## src/rtl/wb_byte_sequencer.sv

```systemverilog
// Splits a 32-bit classic Wishbone access into one 8-bit slave access per selected byte lane.
// Lane order is big-endian: sel[3] is byte offset 0. Read bytes are gathered into a single 32-bit word.
module wb_byte_sequencer #(
    parameter int aw = 32
) (
    input  logic          wb_clk_i,
    input  logic          wb_rst_i,
    input  logic [aw-1:0] wbm_adr_i,
    input  logic [31:0]   wbm_dat_i,
    input  logic [3:0]    wbm_sel_i,
    input  logic          wbm_we_i,
    input  logic          wbm_cyc_i,
    input  logic          wbm_stb_i,
    input  logic [2:0]    wbm_cti_i,
    input  logic [1:0]    wbm_bte_i,
    output logic [31:0]   wbm_dat_o,
    output logic          wbm_ack_o,
    output logic          wbm_err_o,
    output logic          wbm_rty_o,
    output logic [aw-1:0] wbs_adr_o,
    output logic [7:0]    wbs_dat_o,
    output logic          wbs_we_o,
    output logic          wbs_cyc_o,
    output logic          wbs_stb_o,
    output logic [2:0]    wbs_cti_o,
    output logic [1:0]    wbs_bte_o,
    input  logic [7:0]    wbs_dat_i,
    input  logic          wbs_ack_i,
    input  logic          wbs_err_i,
    input  logic          wbs_rty_i
);

    typedef enum logic [1:0] {
        S_IDLE,
        S_BUS,
        S_DONE,
        S_FAIL
    } state_t;

    state_t        r_state;
    logic [aw-3:0] r_adr;
    logic [31:0]   r_dat;
    logic          r_we;
    logic [3:0]    r_pend;
    logic [31:0]   r_rdat;
    logic          r_ack;
    logic          r_err;
    logic          r_rty;
    logic          r_cyc;

    logic [1:0]    w_off;
    logic [3:0]    w_lane;
    logic [3:0]    w_pend_rem;
    logic [7:0]    w_wbyte;
    logic [7:0]    w_dbyte [4];
    logic          w_unused;

    // Current lane is the highest pending select bit, i.e. the lowest byte offset.
    always_comb begin
        w_off = 2'd3;
        if (r_pend[3])
            w_off = 2'd0;
        else if (r_pend[2])
            w_off = 2'd1;
        else if (r_pend[1])
            w_off = 2'd2;
    end

    assign w_lane     = 4'b1000 >> w_off;
    assign w_pend_rem = r_pend & ~w_lane;

    genvar gi;
    generate
        for (gi = 0; gi < 4; gi++) begin : g_lane
            assign w_dbyte[gi] = r_dat[8*(3-gi) +: 8];
        end
    endgenerate

    assign w_wbyte = w_dbyte[w_off];

    always_ff @(posedge wb_clk_i or posedge wb_rst_i) begin
        if (wb_rst_i) begin
            r_state <= S_IDLE;
            r_adr   <= '0;
            r_dat   <= '0;
            r_we    <= 1'b0;
            r_pend  <= '0;
            r_rdat  <= '0;
            r_ack   <= 1'b0;
            r_err   <= 1'b0;
            r_rty   <= 1'b0;
            r_cyc   <= 1'b0;
        end else begin
            case (r_state)
                S_IDLE: begin
                    if (wbm_cyc_i && wbm_stb_i) begin
                        r_adr  <= wbm_adr_i[aw-1:2];
                        r_dat  <= wbm_dat_i;
                        r_we   <= wbm_we_i;
                        r_pend <= wbm_sel_i;
                        r_rdat <= '0;
                        if (wbm_sel_i == 4'b0000) begin
                            r_ack   <= 1'b1;
                            r_state <= S_DONE;
                        end else begin
                            r_cyc   <= 1'b1;
                            r_state <= S_BUS;
                        end
                    end
                end
                S_BUS: begin
                    // A master abort wins over any slave response in the same cycle.
                    if (!wbm_cyc_i) begin
                        r_cyc   <= 1'b0;
                        r_pend  <= '0;
                        r_state <= S_IDLE;
                    end else if (wbs_err_i) begin
                        r_cyc   <= 1'b0;
                        r_pend  <= '0;
                        r_err   <= 1'b1;
                        r_state <= S_FAIL;
                    end else if (wbs_rty_i) begin
                        r_cyc   <= 1'b0;
                        r_pend  <= '0;
                        r_rty   <= 1'b1;
                        r_state <= S_FAIL;
                    end else if (wbs_ack_i) begin
                        if (!r_we)
                            r_rdat[8*(3-w_off) +: 8] <= wbs_dat_i;
                        r_pend <= w_pend_rem;
                        if (w_pend_rem == 4'b0000) begin
                            r_cyc   <= 1'b0;
                            r_ack   <= 1'b1;
                            r_state <= S_DONE;
                        end
                    end
                end
                S_DONE: begin
                    r_ack   <= 1'b0;
                    r_state <= S_IDLE;
                end
                default: begin
                    r_err   <= 1'b0;
                    r_rty   <= 1'b0;
                    r_state <= S_IDLE;
                end
            endcase
        end
    end

    assign wbm_dat_o = r_rdat;
    assign wbm_ack_o = r_ack;
    assign wbm_err_o = r_err;
    assign wbm_rty_o = r_rty;

    assign wbs_adr_o = r_cyc ? {r_adr, w_off} : '0;
    assign wbs_dat_o = r_cyc ? w_wbyte : 8'h00;
    assign wbs_we_o  = r_cyc & r_we;
    assign wbs_cyc_o = r_cyc;
    assign wbs_stb_o = r_cyc;
    assign wbs_cti_o = 3'b000;
    assign wbs_bte_o = 2'b00;

    assign w_unused = ^{wbm_cti_i, wbm_bte_i, wbm_adr_i[1:0]};

endmodule

```

## config.mk

```make
export PLATFORM = sky130hd
export DESIGN_NAME = wb_byte_sequencer
export DESIGN_NICKNAME = d
export VERILOG_FILES = /design/src/rtl/wb_byte_sequencer.sv
export SDC_FILE = /design/constraint.sdc
export NUM_CORES = 1
export LEC_CHECK = 0
export ABC_AREA = 0
export BUFFER_PORTS_ARGS = -buffer_cell sky130_fd_sc_hd__buf_2
export CORE_MARGIN = 2
export CORE_UTILIZATION = 50
export CTS_BUF_LIST = sky130_fd_sc_hd__clkbuf_8
export DETAILED_ROUTE_END_ITERATION = 7
export PLACE_DENSITY = 0.79
export SYNTH_ARGS = -nofsm -noshare
export SYNTH_HDL_FRONTEND = slang
export SYNTH_SLANG_ARGS = --single-unit
```

## constraint.sdc

```tcl
create_clock -name wb_clk_i -period 7.2 [get_ports wb_clk_i]
set_input_delay 0 -clock wb_clk_i [delete_from_list [all_inputs] [get_ports wb_clk_i]]
set_output_delay 0 -clock wb_clk_i [all_outputs]
set_load 0.005 [all_outputs]
```

=== Word level (Yosys, flattened, before mapping) ===
Index checks and enable logic that the tools add are counted.

* Memories kept: 0
* Bits in read-only memories: 0
* Bits in registers: 105
* Bits of input ports: 89
* Bits in writable memories: 0
* Output and inout port bits: 83
* Latch bits: 0

* Multiplexer cells: 53
* Div/mod/pow operators: 0
* Eq/ne operators: 15
* Bitwise gates (word level): 5
* Shifts and indexed selects: 3
* Multipliers: 0
* Magnitude comparators: 1
* $add $sub $neg: 2
* Reductions and logical operators: 15

{| class="wikitable"
|+ Operator list
! operator !! count
|-
| $mux 32 || 7
|-
| $pmux 32 s2 || 1
|-
| $neg 32->34 || 1
|-
| $shift 8x34->32 const A || 1
|-
| $shiftx 8x34->32 || 1
|-
| $bwmux 32 || 1
|-
| $mux 8 || 3
|-
| $ne 2x2->1 const B || 11
|-
| $mux 1 || 20
|-
| $mux 4 || 5
|-
| $mux 2 || 9
|-
| $bmux 8 s2 || 1
|-
| $ne 5x5->1 const B || 2
|-
| $reduce_and 3->1 || 3
|-
| $logic_not 4->1 || 2
|-
| $pmux 4 s2 || 1
|-
| $reduce_and 8->1 || 1
|-
| $reduce_and 7->1 || 1
|-
| $pmux 1 s2 || 3
|-
| $reduce_and 5->1 || 1
|-
| $and 4x4->4 || 1
|-
| $not 4->4 || 1
|-
| $pmux 2 s2 || 1
|-
| $reduce_and 4->1 || 1
|-
| 15 further kinds || 15
|}

=== Logic depth before layout (Yosys ltp) ===
Gate-level depths: netlist of the first run.

* Depth after elaboration: 13
* Mapped depth: 9
* Depth with buffers taken out: 7

=== Least setup slack after synthesis of the first run ===
OpenSTA, ideal clock, no wires.

* Path kind: register to register
* Start: reg r_pend[2]
* End: reg r_rdat[24] (netlist: wbm_dat_o[24])
* Path buffers: 2
* Period minus slack after synthesis: 2.056 ns
* Setup slack: 5.144 ns
* Stages on the path, launching flop included: 9
* Arrival time: 1.959 ns
* Cell sequence: dfrtp_1 > buf_2 > nor2b_1 > nor2_1 > ha_1 > nor3b_1 > buf_2 > o2111ai_1 > o31ai_1

* Word-level cells in the longest chain between the ends: 12

{| class="wikitable"
|+ RTL lines
! item !! RTL line !! text
|-
| from (decl) || 44 || <nowiki>logic [3:0] r_pend;</nowiki>
|-
| from (signal assigned) || 100 || <nowiki>r_pend <= wbm_sel_i;</nowiki>
|-
| from (signal assigned) || 130 || <nowiki>r_pend <= w_pend_rem;</nowiki>
|-
| $mux 2 * || 63 || <nowiki>else if (r_pend[2])</nowiki>
|-
| $mux 2 * || 61 || <nowiki>if (r_pend[3])</nowiki>
|-
| $sub 2x2->3 * || 129 || <nowiki>r_rdat[8*(3-w_off) +: 8] <= wbs_dat_i;</nowiki>
|-
| $neg 32->34 * || 129 ||
|-
| $shiftx 8x34->32 / $shift 8x34->32 (equally long branches) || 129 ||
|-
| $bwmux 32 * || 129 ||
|-
| $mux 32 * || 128 || <nowiki>if (!r_we)</nowiki>
|-
| $mux 32 * || 127 || <nowiki>end else if (wbs_ack_i) begin</nowiki>
|-
| $mux 32 * || 122 || <nowiki>end else if (wbs_rty_i) begin</nowiki>
|-
| $mux 32 * || 117 || <nowiki>end else if (wbs_err_i) begin</nowiki>
|-
| $mux 32 * || 113 || <nowiki>if (!wbm_cyc_i) begin</nowiki>
|-
| $pmux 32 s2 * || 94 || <nowiki>case (r_state)</nowiki>
|-
| to (signal, indexed assignment) || 129 ||
|-
| to (decl) || 45 || <nowiki>logic [31:0] r_rdat;</nowiki>
|}

Every way passes the cells marked *; elsewhere a longest branch is shown, timed or not. The select of a mux whose other input is x is not followed.
A chain may end at the register's enable or synchronous reset.

=== Final worst setup path of the first run ===
* Start: reg r_pend[2]
* End: reg r_rdat[14] (netlist: wbm_dat_o[14])

The elaborated chain is that of the path after synthesis.

==> impl_results.md, run 1 <==
- Outcome: finished clean
- CTS sink count: 105
- Setup violators final: 0
- Ys Warns: 0
- Post-CTS Resized: 0
- Reg-to-Reg End: wbm_dat_o[14]$_DFFE_PP0P_
- Max Clock Freq: between 200 and 300 MHz
- Htree depth: 3
- Reg clk slew, reported paths: 0.10 ns
- CP endpoint: wbm_dat_o[14]$_DFFE_PP0P_
- Site Rows: 37
- Detailed Route Iter0 Violations: around 320
- Initial antenna violation count: 0
- Wirelength per Cell: ~16 um
- Netlist cell types: 43
- Via Count: 5,062
- Via density: 5.48
- Max cap viols: 0
- Die height: between 100 and 150 um
- Crit Path Category: reg -> reg
- Final Max Tran Viols: 0
- Worst slew margin: 0.167
- First-pass detailed-route iteration total: 5
- Total track usage: 0.271
- Area growth, synth to finish: 34.0%
- Share of the yosys chip area belonging to registers: 0.506
- Setup ws final: 3.74 ns
- CTS buffer count: 9
- Setup bufs post-CTS: 0
- Int Pwr: 1.05 mW
- Clk_skew: 0.00994 ns
- Startpoint types: flop
- Clock buffer depth: 2
- Final period utilization: 0.481
- CTS Hold Bufs: 76
- Post-synth top cells: nand2_1 (199), dfrtp_1 (105), and2_1 (33)
- Crit path max fanout: 17
- Cell Pwr Density: 220 nW/um2
- Port buffer count: 159
- Fin area: 6950 um2
- Root buffer cell: clkbuf_8
- WHS: 0.0291 ns
- DRC: 0
- RSZ-0062 raised after global routing: false
- Clock latency on the worst-skew pair: 0.36 ns
- Clk pwr share: 0.250
- Ant diodes: 0
- Min Tclk post-route: 3.46 ns
- EDFF count, synth: 0
- Yosys top cell area share: 0.506
- Net Sw Frac: 0.314
- Dpl cell area: 5990 um2
- Sw power: about 0.48 mW
- Crit. Startpoint: r_pend[2]$_DFFE_PP0P_
- Average cell area after synthesis: 8.95 um2
- R2r setup slk: around 3.7 ns
- Synthesized cell area: 5190 um2
- TNS Setup: 0 ns
- Fin util: 0.683
- Reg area: ~2600 um2
- Fillers: just under 800
- Worst EP required: 7.45 ns
- Yosys reg bits: 105
- Metal-1 WL: 5950 um
- Synthesized instance count: 580
- Dpl ws: 3.80 ns
- Fin nets: 878
- Post-detail-place hpwl: ~8900 um
- IO Pins: 172
- Grt ovf: 0
- Sequential share of power: 0.499
- First-pass GRT wire length: around 24,000 um
- Initial core utilization: 0.510
- Yosys top cell by area: dfrtp_1
- Static Leak: 3.58 nW
- WL met2: between 7000 and 8000 um
- RePlAce Congestion: 0.900
- Worst slew pin tran: 1.25 ns
- DR WL met3: between 900 and 1000 um
- Final ANT Viol Nets: 0
- Peak VDD IR: 123 uV
- Vias in the first global route: around 5k
- Worst min path class: in -> reg
- WL final: 15,100 um
- Core area: 10,200 um2
- Die X-Extent: about 110 um
- Top-count cell post-synth: nand2_1
- Top cells by area, synth: dfrtp_1 (51%), nand2_1 (14%), o211ai_1 (4.1%)
- Die area: 11,200 um2
- Share of cells above drive strength 1: 0.239
- Crit path arrival time: 3.71 ns
- Prevailing post-synth register cell: dfrtp_1
- Cell depth of the worst flop-to-flop path: 6
- Multi-input logic area: 2280 um2
- Top sig layer: met4
- CTS tree: yes
- Largest net degree at the start of global routing: 96
- Final Hold Fails: 0
- CP Capture Type: flop
- Combinational Power Share: 0.251
- Worst r2r src: r_pend[2]$_DFFE_PP0P_
- Async set or reset register ratio after synthesis: 1.00
## cell families (layout without fill, tap and decap cells)
logic type                 Yosys count  after routing  share of synthesized area
muxes                               16             16                     0.0328
AOI/OAI and AO/OA                  100            100                      0.141
and+or+nand+nor                    281            281                      0.247
adders and majority gates            4              4                    0.00964
buffers and inverters               73            277                     0.0632
DFF                                105            105                      0.506
other                                1              5                   0.000723
## sequential cells by signal, summed over array words and instances, names as in the netlist
register and count:
wbm_dat_o 32, r_dat 32, wbm_ack_o 1, r_pend 4, r_adr 30, r_state 2, wbs_cyc_o 1, wbm_err_o 1
wbm_rty_o 1, r_we 1
## worst min-delay path by stage
| stage | startpoint | end | slack [ns] | cells after the start |
|---|---|---|---|---|
| floorplan | wbm_adr_i[2] | r_adr[0]$_DFFE_PP0P_ | 0.11 | 2 |
| CTS | wbm_stb_i | r_state[0]$_DFFE_PP0P_ | 0.02 | 3 |
| global route | wbm_stb_i | r_state[0]$_DFFE_PP0P_ | 0.05 | 3 |
| detailed placement | wb_rst_i | r_adr[19]$_DFFE_PP0P_ | 0.19 | 2 |
| finish | wbm_stb_i | r_state[0]$_DFFE_PP0P_ | 0.03 | 3 |
| global placement | wb_rst_i | r_adr[2]$_DFFE_PP0P_ | 0.16 | 2 |
## power by group through the flow
stage | clock, mW | sequential (mW) | combinational, mW
5_1_grt | 0.409 | 0.775 | 0.428
2_1_floorplan | 0 | 0.726 | 0.251
4_1_cts | 0.387 | 0.759 | 0.377
3_5_place_dp | 0 | 0.771 | 0.344
3_3_place_gp | 0 | 0.763 | 0.332
6_report | 0.382 | 0.763 | 0.384
## worst max-delay path, cell delays in order, from the launching register on
cell       delay [ns]
dfrtp_1          0.65
nor2b_1          0.36
nor2_1           0.12
ha_1             0.30
nor3b_1          0.96
o2111ai_1        0.57
o31ai_1          0.40
## cells in the final DEF, fill, tap and decap left out, types with 5 or more instances in the layout
| master | synthesis | layout |
|---|---|---|
| o31ai_1 | 25 | 25 |
| mux2_2 | 8 | 8 |
| dfrtp_1 | 105 | 105 |
| and2_1 | 33 | 33 |
| mux2i_1 | 8 | 8 |
| clkbuf_8 | 0 | 9 |
| conb_1 | 1 | 5 |
| o21ai_0 | 8 | 8 |
| a21oi_1 | 7 | 7 |
| o211ai_1 | 28 | 28 |
| inv_1 | 25 | 26 |
| nand3_1 | 10 | 10 |
| buf_2 | 7 | 159 |
| dlygate4sd3_1 | 0 | 76 |
| nand2_1 | 199 | 199 |
| o22ai_1 | 8 | 8 |
| nor2b_1 | 12 | 12 |
| o2111ai_1 | 10 | 10 |
## metrics by stage
stage,cells,total power [mW]
CTS,924,1.52
detailed placement,834,1.11
global route,924,1.61
finish,924,1.53
floorplan,584,0.976
global placement,834,1.09
## layout make-up
type                    instances  share of cell area
flip-flops and latches        105               0.378
inverters                      25              0.0139
repair buffers                238               0.227
well taps                     136              0.0245
multi-input cells             406               0.328
clock buffers                   9              0.0178
clock inverters                 5              0.0108
## layer usage
metal	up-vias	GRT usage
li1	2348	-
met1	2429	0.341
met2	238	0.458
met3	47	0.0464
met4	0	0.123
met5	-	0
Note: power is estimated with default switching activity, not from simulation.
==> run 2: changes to the inputs <==
--- a/config.mk
+++ b/config.mk
@@ -8,10 +8,10 @@
 export ABC_AREA = 0
 export BUFFER_PORTS_ARGS = -buffer_cell sky130_fd_sc_hd__buf_2
 export CORE_MARGIN = 2
-export CORE_UTILIZATION = 50
+export CORE_UTILIZATION = 47
 export CTS_BUF_LIST = sky130_fd_sc_hd__clkbuf_8
 export DETAILED_ROUTE_END_ITERATION = 7
-export PLACE_DENSITY = 0.79
+export PLACE_DENSITY = 0.78
 export SYNTH_ARGS = -nofsm -noshare
 export SYNTH_HDL_FRONTEND = slang
 export SYNTH_SLANG_ARGS = --single-unit
==> constraint.sdc (replaced) <==
create_clock -name wb_clk_i -period 2.9 [get_ports wb_clk_i]
set_input_delay 0 -clock wb_clk_i [delete_from_list [all_inputs] [get_ports wb_clk_i]]
set_output_delay 0 -clock wb_clk_i [all_outputs]
set_load 0.005 [all_outputs]
==> impl_results.md, run 2 (synthesis gave the netlist of run 1 again) <==
- Outcome: finished clean
- Worst slew pin tran: 0.881 ns (-0.368 ns)
- TNS Setup: 0 ns (unchanged)
- Worst min path class: in -> reg
- Core area: 10,800 um2 (+6.0%)
- Via Count: 5,015 (-0.93%)
- Fillers: 825 (+7.3%)
- Top delay family on crit path: compound AO/OA/AOI/OAI gates
- Final period utilization: 0.822 (+0.341)
- Setup violators final: 0 (unchanged)
- Max Clock Freq: 420 MHz (+45%)
- Final Hold Fails: 0 (unchanged)
- Worst EP required: 3.16 ns (-4.29 ns)
- Setup bufs post-CTS: 0 (unchanged)
- Final Max Tran Viols: 0 (unchanged)
- CP max stage cell: dfrtp_1
- Post-detail-place hpwl: 9250 um (+3.4%)
- Die height: 109 um (+3.0%)
- Ant diodes: 0 (unchanged)
- Fin nets: 881 (+0.34%)
- Initial antenna violation count: 0 (unchanged)
- R2r setup slk: 0.52 ns (-3.22 ns)
- First-pass detailed-route iteration total: 5 (unchanged)
- Worst slew margin: 0.413 (+0.246)
- CTS buffer count: 9 (unchanged)
- Reg clk slew, reported paths: 0.10 ns (about the same)
- Fin util: 0.646 (-0.0366)
- CTS Hold Bufs: 73 (-3.9%)
- DRC: 0 (unchanged)
- Initial core utilization: 0.481 (-0.0287)
- Crit path arrival time: 2.65 ns (-1.06 ns)
- Port buffer count: 159 (unchanged)
- Commonest non-fill, non-tap cell in the layout: nand2_1
- Root buffer cell: clkbuf_8
- Crit path max fanout: 8 (-9)
- Max cap viols: 0 (unchanged)
- CP Capture Type: flop
- Static Leak: 3.59 nW (+0.45%)
- Peak VDD IR: 312 uV (+150%)
- RSZ-0062 raised after global routing: false
- Grt ovf: 0 (unchanged)
- WP buf/inv: 0 (unchanged)
- First-pass GRT wire length: 22,900 um (-4.7%)
- Detailed Route Iter0 Violations: 362 (+12%)
- Crit Path Category: reg -> reg
- WL final: 14,900 um (-1.5%)
- Clock latency on the worst-skew pair: 0.36 ns (about the same)
- Slowest stage delay, CP: 0.48 ns (-0.48 ns)
- Startpoint types: flop
- Die area: 11,900 um2 (+6.1%)
- Wirelength per Cell: 15.9 um (-2.4%)
- Vias in the first global route: 4,884 (-2.2%)
- CP cell instances: nor2b_1 > nor2_1 > ha_1 > nor3b_1 > o2111ai_1 > o31ai_1
- Min Tclk post-route: 2.38 ns (-1.08 ns)
- Post-CTS Resized: 0 (unchanged)
- IO Pins: 172 (unchanged)
- Most frequent cells in the layout: nand2_1 (199), buf_2 (159), dfrtp_1 (105)
- Share of cells above drive strength 1: 0.247 (+0.00858)
- Area growth, synth to finish: 34.4%
- RePlAce Congestion: 0.876 (-2.7%)
- Cell Pwr Density: 529 nW/um2 (+140%)
- Via density: 5.38 (-1.9%)
- Site Rows: 38 (+2.7%)
- Final ANT Viol Nets: 0 (unchanged)
- Largest net degree at the start of global routing: 69 (-28%)
- Clock buffer depth: 2 (unchanged)
- CTS tree: yes
- Die X-Extent: 109 um (+3.0%)
- Clk_skew: 0.00986 ns (-0.0000772 ns)
- Htree depth: 3 (unchanged)
- Total track usage: 0.249 (-0.0225)
- CTS sink count: 105 (unchanged)
run 2: cell count changes in the layout (fill, tap and decap cells not counted), sizes merged:
| cell | delta |
|---|---|
| bufinv | -2 |
| clkbuf | +1 |
| clkinv | +2 |
| clkinvlp | +1 |
| dlygate4sd3 | -3 |
| buf | +6 |
run 2: final timing paths:
| path | from | end | cells after the start |
|---|---|---|---|
| worst min register to register | r_adr[7]$_DFFE_PP0P_ | r_adr[7]$_DFFE_PP0P_ | 2 |
| min in group asynchronous | wb_rst_i | r_adr[9]$_DFFE_PP0P_ | 3 |
| worst min-delay path | wbs_dat_i[4] | wbm_dat_o[4]$_DFFE_PP0P_ | 3 |
| worst max-delay path | r_pend[2]$_DFFE_PP0P_ | wbm_dat_o[15]$_DFFE_PP0P_ | 6 |
| worst max register to register | r_pend[2]$_DFFE_PP0P_ | wbm_dat_o[15]$_DFFE_PP0P_ | 6 |
| max in group asynchronous | wb_rst_i | wbm_rty_o$_DFFE_PP0P_ | 4 |
run 2: tightest hold or removal path, delay by kind of cell:
kind            cells  cell delay (ns)
compound gates      1             0.10
buf+inv             2             0.24
run 2: layout make-up:
type / count / area, um2 / area share
well taps: 140 / 175 / 0.0251
multi-input cells: 406 / 2280 / 0.327
flip-flops and latches: 105 / 2630 / 0.377
repair buffers: 241 / 1620 / 0.232
clock buffers: 10 / 138 / 0.0197
clock inverters: 6 / 36.3 / 0.00520
inverters: 25 / 96.3 / 0.0138
run 2: through the flow:
step | area [um2] | setup WS [ns] | cells | total power, mW | hold WS, ns
2_1_floorplan | 5200 | 0.139 | 584 | 2.42 | 0.105
3_3_place_gp | 6070 | 0.700 | 844 | 2.74 | 0.122
3_5_place_dp | 6070 | 0.588 | 844 | 2.78 | 0.139
4_1_cts | 6970 | 0.554 | 933 | 3.69 | 0.000279
5_1_grt | 6970 | 0.331 | 933 | 3.91 | 0.00646
6_report | 6970 | 0.517 | 933 | 3.69 | 0.0248
run 2: power by group:
| part | total [mW] | switching [mW] | internal [mW] |
|---|---|---|---|
| Sequential | 1.83 | 0.144 | 1.68 |
| Clock | 0.834 | 0.504 | 0.331 |
| Combinational | 1.03 | 0.564 | 0.465 |
run 2: metal layers:
metal | track usage | part of all wire | vias to the layer above | wire length (um)
li1 | - | - | 2355 | -
met1 | 0.304 | 0.41 | 2398 | 6030
met2 | 0.425 | 0.50 | 224 | 7370
met3 | 0.0406 | 0.066 | 38 | 980
met4 | 0.121 | 0.032 | 0 | 482
met5 | 0 | 0 | - | 0
==> run 3: changes to the inputs <==
--- a/config.mk
+++ b/config.mk
@@ -8,10 +8,10 @@
 export ABC_AREA = 0
 export BUFFER_PORTS_ARGS = -buffer_cell sky130_fd_sc_hd__buf_2
 export CORE_MARGIN = 2
-export CORE_UTILIZATION = 47
+export CORE_UTILIZATION = 50
 export CTS_BUF_LIST = sky130_fd_sc_hd__clkbuf_8
 export DETAILED_ROUTE_END_ITERATION = 7
-export PLACE_DENSITY = 0.78
+export PLACE_DENSITY = 0.79
 export SYNTH_ARGS = -nofsm -noshare
 export SYNTH_HDL_FRONTEND = slang
 export SYNTH_SLANG_ARGS = --single-unit
==> constraint.sdc (replaced) <==
create_clock -name wb_clk_i -period 2.3 [get_ports wb_clk_i]
set_input_delay 0 -clock wb_clk_i [delete_from_list [all_inputs] [get_ports wb_clk_i]]
set_output_delay 0 -clock wb_clk_i [all_outputs]
set_load 0.005 [all_outputs]
==> impl_results.md, run 3 (synthesis gave the netlist of run 1 again) <==
- Setup bufs post-CTS: 0 (unchanged)
- Grt ovf: 0 (unchanged)
- Clk pwr share: 0.234 (+0.008)
- Core area: 10,200 um2 (-5.6%)
- Root buffer cell: clkbuf_8
- Overall power: 4.77 mW (+29%)
- Max Clock Freq: 477 MHz (+14%)
- Worst min path class: in -> reg
- Clock buffer depth: 2 (unchanged)
- Port buffer count: 159 (unchanged)
- Crit Path Category: reg -> reg
- Sw power: 1.54 mW (+27%)
- Final period utilization: 0.912 (+0.0902)
- Final Max Tran Viols: 0 (unchanged)
- Sequential share of power: 0.483 (-0.012)
- Largest net degree at the start of global routing: 106 (+54%)
- Final Hold Fails: 0 (unchanged)
- Crit path max fanout: 8 (unchanged)
- Share of cells above drive strength 1: 0.255 (+0.00813)
- TNS Setup: 0 ns (unchanged)
- Site Rows: 37 (-2.6%)
- Min Tclk post-route: 2.10 ns (-0.286 ns)
- Worst slew pin tran: 0.697 ns (-0.184 ns)
- Initial antenna violation count: 0 (unchanged)
- Peak VDD IR: 371 uV (+19%)
- RePlAce Congestion: 0.873 (-0.33%)
- Max cap viols: 0 (unchanged)
- Die area: 11,200 um2 (-5.8%)
- Slowest stage delay, CP: 0.56 ns (+0.08 ns)
- Via Count: 5,057 (+0.84%)
- Net Sw Frac: 0.322 (-0.00616)
- CP max stage cell: a221oi_2
- Clock latency on the worst-skew pair: 0.36 ns (about the same)
- Post-detail-place hpwl: 9150 um (-1.1%)
- Post-Place Cells: 846 (+0.24%)
- CP Capture Type: flop
- Ant diodes: 0 (unchanged)
- Wirelength per Cell: 15.6 um (-1.8%)
- Most frequent cells in the layout: nand2_1 (199), buf_2 (159), dfrtp_1 (105)
- WL final: 14,700 um (-1.1%)
- Startpoint types: flop
- Vias in the first global route: 5,034 (+3.1%)
- Final ANT Viol Nets: 0 (unchanged)
- RSZ-0062 raised after global routing: false
- Die height: 106 um (-2.9%)
- Setup violators final: 0 (unchanged)
- CTS sink count: 105 (unchanged)
- IO Pins: 172 (unchanged)
- Reg clk slew, reported paths: 0.09 ns (about the same)
- Static Leak: 3.65 nW (+1.5%)
- Worst slew margin: 0.536 (+0.123)
- Area growth, synth to finish: 36.8%
- First-pass GRT wire length: 24,200 um (+5.5%)
- CTS buffer count: 9 (unchanged)
- Combinational Power Share: 0.283 (+0.004)
- Commonest non-fill, non-tap cell in the layout: nand2_1
- Via density: 5.39 (+0.19%)
- Crit path arrival time: 2.31 ns (-0.34 ns)
- Int Pwr: 3.23 mW (+30%)
- Htree depth: 3 (unchanged)
- Fin nets: 891 (+1.1%)
- First-pass detailed-route iteration total: 6 (+1)
- Cell Pwr Density: 672 nW/um2 (+27%)
- DRC: 0 (unchanged)
- Die X-Extent: 106 um (-2.9%)
- Initial core utilization: 0.510 (+0.0287)
- Clk_skew: 0.00617 ns (-0.00369 ns)
- Total track usage: 0.270 (+0.0210)
- Worst EP required: 2.52 ns (-0.64 ns)
- CP cell instances: buf_4 > or4b_1 > a221oi_2 > o22ai_1
- Outcome: finished clean
- CTS tree: yes
- Detailed Route Iter0 Violations: 399 (+10%)
- Post-Layout Cell Count: 939 (+0.64%)
==> run 3: per-stage QoR <==
step	util	worst slack [ns]	instance area [um2]	hold slack, ns
finish	0.697	0.202	7100	0.0507
global route	0.697	0.0156	7100	0.0729
detailed placement	0.601	0.0894	6120	0.191
global placement	0.601	0.250	6120	0.188
floorplan	-	0.244	5210	0.105
CTS	0.694	0.0542	7070	0.00401
==> run 3: power groups by stage <==
stage,combinational (mW),sequential [mW],clock [mW]
2_1_floorplan,0.785,2.27,0
3_3_place_gp,1.16,2.31,0
3_5_place_dp,1.21,2.33,0
4_1_cts,1.32,2.30,1.14
5_1_grt,1.50,2.34,1.21
6_report,1.35,2.30,1.11
==> run 3: per-layer routing <==
| metal | vias up | track usage | part of all wire |
|---|---|---|---|
| met5 | - | 0 | 0 |
| met4 | 0 | 0.108 | 0.029 |
| met3 | 37 | 0.0408 | 0.063 |
| met2 | 223 | 0.466 | 0.51 |
| met1 | 2421 | 0.339 | 0.40 |
| li1 | 2376 | - | - |
==> run 3: cell type report <==
class	count	area, um2
fillers	785	3080
flip-flops and latches	105	2630
multi-input cells	406	2300
repair buffers	251	1720
well taps	136	170
clock buffers	9	124
inverters	25	97.6
clock inverters	7	65.1
==> run 3: timing repair <==
action                     CTS  global route
resized for setup            0             4
hold buffers                76             1
hold endpoints to repair   192             1
setup endpoints to repair    0            16
==> run 3: worst paths after layout <==
path	startpoint	end	slack, ns	cells past startpoint
worst max-delay path	r_pend[3]$_DFFE_PP0P_	wbm_dat_o[16]$_DFFE_PP0P_	0.20	4
worst min-delay path	wbs_err_i	wbm_err_o$_DFFE_PP0P_	0.05	3
max in group asynchronous	wb_rst_i	wbm_dat_o[21]$_DFFE_PP0P_	1.53	4
worst min register to register	r_adr[5]$_DFFE_PP0P_	r_adr[5]$_DFFE_PP0P_	0.47	2
min in group asynchronous	wb_rst_i	wbm_rty_o$_DFFE_PP0P_	0.30	4
worst max register to register	r_pend[3]$_DFFE_PP0P_	wbm_dat_o[16]$_DFFE_PP0P_	0.20	4
==> run 3: critical path: cells and delay by family, from the launching register on <==
| family | cells | cell delay (ns) |
|---|---|---|
| DFF | 1 | 0.48 |
| and+or+nand+nor | 1 | 0.53 |
| AOI/OAI and AO/OA | 2 | 0.74 |
| buffers and inverters | 1 | 0.21 |
